`src/rtl/adc_capture_pkg.sv`:
```
// Shared types for the ADC capture sequencer: FSM state encoding and drop-counter width.
package adc_capture_pkg;

    typedef enum logic [1:0] {
        ST_IDLE,
        ST_SYNC,
        ST_CAPTURE,
        ST_DRAIN
    } state_e;

    localparam int DROP_CNT_W = 16;

endpackage

```
`src/rtl/adc_sample_fifo.sv`:
```
// Sample buffer: first word visible one cycle after write, output held stable until read.
// A write at full is accepted only when a read frees a slot in the same cycle; otherwise it is refused.
module adc_sample_fifo #(
    parameter int WIDTH = 17,
    parameter int DEPTH = 8
) (
    input  logic             clk_i,
    input  logic             rst_ni,
    input  logic             wr_vld_i,
    input  logic [WIDTH-1:0] wr_dat_i,
    input  logic             rd_rdy_i,
    output logic [WIDTH-1:0] rd_dat_o,
    output logic             full_o,
    output logic             empty_o
);

    localparam int AW = $clog2(DEPTH);
    localparam logic [AW:0] DEPTH_C = (AW + 1)'(DEPTH);

    logic [WIDTH-1:0] mem_q [DEPTH];
    logic [AW-1:0]    wr_ptr_q, rd_ptr_q;
    logic [AW:0]      cnt_q;
    logic             wr_fire, rd_fire;

    assign full_o   = (cnt_q == DEPTH_C);
    assign empty_o  = (cnt_q == '0);
    assign rd_fire  = rd_rdy_i && !empty_o;
    assign wr_fire  = wr_vld_i && (!full_o || rd_fire);
    // Gated so the output bus reads zero whenever nothing is presented.
    assign rd_dat_o = empty_o ? '0 : mem_q[rd_ptr_q];

    always_ff @(posedge clk_i) begin
        if (wr_fire) begin
            mem_q[wr_ptr_q] <= wr_dat_i;
        end
    end

    always_ff @(posedge clk_i or negedge rst_ni) begin
        if (!rst_ni) begin
            wr_ptr_q <= '0;
            rd_ptr_q <= '0;
            cnt_q    <= '0;
        end else begin
            if (wr_fire) begin
                wr_ptr_q <= wr_ptr_q + 1'b1;
            end
            if (rd_fire) begin
                rd_ptr_q <= rd_ptr_q + 1'b1;
            end
            case ({wr_fire, rd_fire})
                2'b10:   cnt_q <= cnt_q + 1'b1;
                2'b01:   cnt_q <= cnt_q - 1'b1;
                default: cnt_q <= cnt_q;
            endcase
        end
    end

endmodule

```
`src/rtl/adc_capture_sequencer.sv`:
```
// Frames N packets (0 = until STOP) from a non-stallable ADC stream, aligned to packet boundaries; 1-cycle FIFO latency.
// Input never stalls: beats arriving with the FIFO full are dropped and flagged; ADC_CAPTURE_DROP_COUNT_EN adds DROP_COUNT.
module adc_capture_sequencer
    import adc_capture_pkg::*;
#(
    parameter int DATA_WIDTH  = 16,
    parameter int FIFO_DEPTH  = 8,
    parameter int COUNT_WIDTH = 8
) (
    input  logic                   AXIS_ACLK,
    input  logic                   AXIS_ARESETN,
    input  logic                   START,
    input  logic                   STOP,
    input  logic [COUNT_WIDTH-1:0] NUM_PACKETS,
    output logic                   ADC_EN,
    input  logic                   S_AXIS_TVALID,
    input  logic [DATA_WIDTH-1:0]  S_AXIS_TDATA,
    input  logic                   S_AXIS_TLAST,
    output logic                   S_AXIS_TREADY,
    output logic                   M_AXIS_TVALID,
    output logic [DATA_WIDTH-1:0]  M_AXIS_TDATA,
    output logic                   M_AXIS_TLAST,
    input  logic                   M_AXIS_TREADY,
    output logic                   BUSY,
    output logic                   DONE,
    output logic                   OVERFLOW
`ifdef ADC_CAPTURE_DROP_COUNT_EN
    ,
    output logic [DROP_CNT_W-1:0]  DROP_COUNT
`endif
);

    state_e                 state_q, state_d;
    logic [1:0]             rst_sync_q;
    logic                   rst_n;
    logic [COUNT_WIDTH-1:0] num_pkt_q, pkt_cnt_q, pkt_cnt_inc;
    logic                   stop_pend_q, adc_en_q, busy_q, done_q, ovf_q;
    logic                   start_acc, in_last, last_pkt, cap_wr, rd_fire, drop;
    logic                   fifo_full, fifo_empty;

    // Reset asserts immediately, releases two clocks after AXIS_ARESETN rises.
    always_ff @(posedge AXIS_ACLK or negedge AXIS_ARESETN) begin
        if (!AXIS_ARESETN) begin
            rst_sync_q <= '0;
        end else begin
            rst_sync_q <= {rst_sync_q[0], 1'b1};
        end
    end
    assign rst_n = rst_sync_q[1];

    assign start_acc   = (state_q == ST_IDLE) && START;
    assign in_last     = S_AXIS_TVALID && S_AXIS_TLAST;
    assign pkt_cnt_inc = pkt_cnt_q + 1'b1;
    assign last_pkt    = (num_pkt_q != '0) && (pkt_cnt_inc == num_pkt_q);
    assign cap_wr      = (state_q == ST_CAPTURE) && S_AXIS_TVALID;
    assign rd_fire     = M_AXIS_TVALID && M_AXIS_TREADY;
    assign drop        = cap_wr && fifo_full && !rd_fire;

    always_comb begin
        state_d = state_q;
        unique case (state_q)
            ST_IDLE:    if (START) state_d = ST_SYNC;
            ST_SYNC:    if (STOP) state_d = ST_DRAIN;
                        else if (in_last) state_d = ST_CAPTURE;
            ST_CAPTURE: if (in_last && (last_pkt || stop_pend_q || STOP)) state_d = ST_DRAIN;
            ST_DRAIN:   if (fifo_empty) state_d = ST_IDLE;
            default:    state_d = ST_IDLE;
        endcase
    end

    always_ff @(posedge AXIS_ACLK or negedge rst_n) begin
        if (!rst_n) begin
            state_q     <= ST_IDLE;
            adc_en_q    <= 1'b0;
            busy_q      <= 1'b0;
            done_q      <= 1'b0;
            ovf_q       <= 1'b0;
            num_pkt_q   <= '0;
            pkt_cnt_q   <= '0;
            stop_pend_q <= 1'b0;
        end else begin
            state_q  <= state_d;
            adc_en_q <= (state_d == ST_SYNC) || (state_d == ST_CAPTURE);
            busy_q   <= (state_d != ST_IDLE);
            done_q   <= (state_q == ST_DRAIN) && (state_d == ST_IDLE);
            if (start_acc) begin
                num_pkt_q   <= NUM_PACKETS;
                pkt_cnt_q   <= '0;
                stop_pend_q <= 1'b0;
                ovf_q       <= 1'b0;
            end else begin
                if (state_q == ST_CAPTURE) begin
                    if (in_last) pkt_cnt_q <= pkt_cnt_inc;
                    if (STOP) stop_pend_q <= 1'b1;
                end
                if (drop) ovf_q <= 1'b1;
            end
        end
    end

`ifdef ADC_CAPTURE_DROP_COUNT_EN
    logic [DROP_CNT_W-1:0] drop_cnt_q;

    always_ff @(posedge AXIS_ACLK or negedge rst_n) begin
        if (!rst_n) begin
            drop_cnt_q <= '0;
        end else if (start_acc) begin
            drop_cnt_q <= '0;
        end else if (drop && (drop_cnt_q != '1)) begin
            drop_cnt_q <= drop_cnt_q + 1'b1;
        end
    end
    assign DROP_COUNT = drop_cnt_q;
`endif

    adc_sample_fifo #(
        .WIDTH (DATA_WIDTH + 1),
        .DEPTH (FIFO_DEPTH)
    ) u_fifo (
        .clk_i    (AXIS_ACLK),
        .rst_ni   (rst_n),
        .wr_vld_i (cap_wr),
        .wr_dat_i ({S_AXIS_TLAST, S_AXIS_TDATA}),
        .rd_rdy_i (M_AXIS_TREADY),
        .rd_dat_o ({M_AXIS_TLAST, M_AXIS_TDATA}),
        .full_o   (fifo_full),
        .empty_o  (fifo_empty)
    );

    assign M_AXIS_TVALID = !fifo_empty;
    assign S_AXIS_TREADY = 1'b1;
    assign ADC_EN        = adc_en_q;
    assign BUSY          = busy_q;
    assign DONE          = done_q;
    assign OVERFLOW      = ovf_q;

endmodule
```
`config.mk`:
```
export PLATFORM = sky130hd
export DESIGN_NAME = adc_capture_sequencer
export DESIGN_NICKNAME = d
export VERILOG_FILES = /design/src/rtl/adc_capture_pkg.sv /design/src/rtl/adc_sample_fifo.sv /design/src/rtl/adc_capture_sequencer.sv
export SDC_FILE = /design/constraint.sdc
export NUM_CORES = 1
export LEC_CHECK = 0
export CORE_ASPECT_RATIO = 1.75
export CORE_UTILIZATION = 39
export CTS_CLUSTER_SIZE = 30
export DETAILED_ROUTE_END_ITERATION = 8
export HOLD_SLACK_MARGIN = 0.12
export MAX_ROUTING_LAYER = met4
export SKIP_LAST_GASP = 1
export SLEW_MARGIN = 20
export SYNTH_ARGS = -nofsm -noshare
export SYNTH_HDL_FRONTEND = slang
export SYNTH_SLANG_ARGS = --single-unit
export TNS_END_PERCENT = 30
```
`constraint.sdc`:
```
create_clock -name AXIS_ACLK -period 4.4 [get_ports AXIS_ACLK]
set_input_delay 0.88 -clock AXIS_ACLK [delete_from_list [all_inputs] [get_ports AXIS_ACLK]]
set_output_delay 0.88 -clock AXIS_ACLK [all_outputs]
set_load 0.01 [all_outputs]
```
==> flow_summary.ini <==
[run_status]
outcome = finished clean

[final_layout]
diodes = 0
drive_above_1_share_pct = 20.6
nNetsFinal = 507
multi_input_area_um2 = 1970
stdcell_count = 712
post-route-util_pct = 48.2
nFillCells = 1530
seq_area_um2 = 4960
area_growth_pct = 20.5

[clock_network]
cts_buffers = 17
clkLatencyLatePin_ns = 0.42
cts.sinks = 171
cts_setup_buffers = 0
ctsResizeCount = 0
clk_pin_slew_ns = 0.07
clock_path_buffers = 2
ctsRootBufferMaster = clkbuf_16
cts_tree = done
cts_max_level = 4
cts_hold_buf = 0

[drt]
routed_via_density = 5.19
drtAntennaViolNets = 0
wl_per_cell_um = 19.0
drtIter0Drc = 186
vias = 3696
routed_wl_um = 13500
drc = 0
first_pass_iters = 4

[placement]
place.gp.congestion = 0.787
placed_cells = 680
hpwl_um = 8310
port-buffer-count = 52

[floorplan]
die-area_um2 = 18600
chipHeight_um = 180
fp.dieW_um = 104
coreArea_um2 = 17600
io_pins = 54
rows = 64
start_util_pct = 40.0

[worst_setup_path]
slowest_delay_ns = 0.76
critical_path_arrival_ns = 2.74
end_kind = output port
worstPathCellList = buf_12 -> mux4_2 -> mux2i_1 -> nor2_1 -> clkdlybuf4s50_1
crit_required_ns = 3.52
cp-start-kind = register
critPathKind = reg -> out
slowest_stage = dfrtp_2
critPathMaxFanout = 20

[yosys]
ys.flop_type = edfxtp_1
ys_top_cells_by_count = edfxtp_1 (136), nor2_1 (36), dfrtp_1 (35)
yosysWarnings = 0
synth_most_common_cell = edfxtp_1
yosys.cell_types.count = 46
synth-edff-count = 136
syn_inst = 402
synth_area_um2 = 7040
synth.avg_cell_area_um2 = 17.5
synth_top_area_cell = edfxtp_1
seq_area_frac_synth_pct = 70.4
synth_top_area_share_pct = 58.0
async_flop_share_pct = 20.5
synth_seq_cells = 171
synthTopCellsByArea = edfxtp_1 (58%), dfrtp_1 (12%), mux4_2 (11%)

[sta]
worst_pin_slew_ns = 0.790
rsz0062_at_grt = no
fin_tns_setup_ns = 0
finClkSkew_ns = 0.0110
max_freq_ghz = 0.276
min_period_over_period_pct = 82.3
drv_slew = 0
min_period_ns = 3.62
finalHoldViolCount = 0
whs_ns = 0.249
setup_viol = 0
slew_headroom_pct = 46.9

[pwr]
p_sw_share_pct = 29.9
p_leak_nw = 2.96
pwr-share-comb_pct = 32.7
switching_power_mw = 1.63
pwr-share-clk_pct = 26.8
ir_worst_vdd_uv = 355
power_density_nw_per_um2 = 641
p_seq_share_pct = 40.5
p_int_mw = 3.81

[flow_run]
maxCapViolCount = 0

[grt]
grt_pass1_wl_um = 21300
grt_max_degree = 37
grt.overflow.total = 0
antenna_found_initial = 0
grt_pass1_vias = 3932
grt_usage_pct = 15.9

[hold_path]
min_path_type = reg -> async
-- registers in the layout, indices dropped and copies added (netlist names) --
| name | count |
|---|---|
| u_fifo.mem_q | 136 |
| OVERFLOW | 1 |
| u_fifo.cnt_q | 4 |
| rst_sync_q | 2 |
| ADC_EN | 1 |
| u_fifo.wr_ptr_q | 3 |
| u_fifo.rd_ptr_q | 3 |
| state_q | 2 |
| stop_pend_q | 1 |
| num_pkt_q | 8 |
| pkt_cnt_q | 8 |
| BUSY | 1 |
| DONE | 1 |
-- cell usage in the layout (no fill, tap or decap), types with 6 or more instances in the layout --
| master | synthesis | routed |
|---|---|---|
| mux2_2 | 8 | 8 |
| nand2b_1 | 6 | 6 |
| mux2i_1 | 19 | 19 |
| clkdlybuf4s50_1 | 0 | 52 |
| inv_1 | 8 | 8 |
| edfxtp_1 | 136 | 136 |
| xor2_1 | 9 | 9 |
| a21oi_1 | 6 | 6 |
| ha_1 | 7 | 7 |
| dfrtp_1 | 35 | 34 |
| xnor2_1 | 11 | 11 |
| o21ai_0 | 13 | 13 |
| nor2_1 | 36 | 36 |
| buf_4 | 5 | 13 |
| mux4_2 | 34 | 34 |
| clkbuf_16 | 0 | 20 |
| nand2_1 | 15 | 15 |
-- area by class of cell --
cell class	instances	area share (%)
clock buffer	24	6.47
clock inverter	8	0.575
inverter	9	0.398
sequential	171	58.5
timing repair buffer	66	7.52
multi-input combinational	203	23.2
tap	231	3.41
-- final timing paths --
path | from | endpoint | slack [ns] | cells after the start
min in group AXIS_ACLK | rst_sync_q[0] | rst_sync_q[1] | 0.35 | 0
setup reg to reg | u_fifo.cnt_q[0] | u_fifo.cnt_q[3] | 1.38 | 10
hold / removal | rst_sync_q[1] | num_pkt_q[0] | 0.25 | 1
setup / recovery | u_fifo.rd_ptr_q[0] | M_AXIS_TDATA[14] | 0.78 | 5
max in group asynchronous | AXIS_ARESETN | rst_sync_q[1] | 3.65 | 1
hold reg to reg | rst_sync_q[1] | num_pkt_q[0] | 0.25 | 1
-- stage by stage --
step	area [um2]	power, mW	worst slack, ns
after floorplan	7050	3.34	1.30
after global placement	7890	4.02	1.01
after detailed placement	7890	4.06	0.978
after CTS	8490	5.52	0.628
after global routing	8490	5.73	0.548
final	8490	5.44	0.777
-- per-layer routing --
layer	wire length (um)	track usage, %	vias up
met1	5360	17.2	1901
met2	7390	28.0	82
met5	0	-	-
met4	363	7.30	0
met3	416	3.01	29
li1	-	-	1684
-- worst max-delay path, delay by kind of cell (launching register included) --
kind / cells / cell delay [ns]
simple gates: 1 / 0.07
mux: 2 / 0.73
flops: 1 / 0.76
buf+inv: 2 / 0.76
-- power groups by stage --
stage / Clock [mW] / Combinational, mW / Sequential [mW]
2_1_floorplan: 0 / 1.21 / 2.13
3_5_place_dp: 0 / 1.82 / 2.24
3_3_place_gp: 0 / 1.79 / 2.23
5_1_grt: 1.55 / 1.94 / 2.24
4_1_cts: 1.49 / 1.83 / 2.21
6_report: 1.46 / 1.78 / 2.20
-- cell families (layout without fill, tap and decap cells) --
family	Yosys count	after routing	share of synthesized area, %
compound gates	31	31	2.72
xor+xnor	20	20	2.49
fa+ha+maj	8	8	1.53
buf+inv	29	107	1.99
flops	171	171	70.4
mux	62	62	15.1
other cells	1	2	0.0532
simple gates	80	80	5.74
No activity file was read; power rests on OpenSTA's default activity.
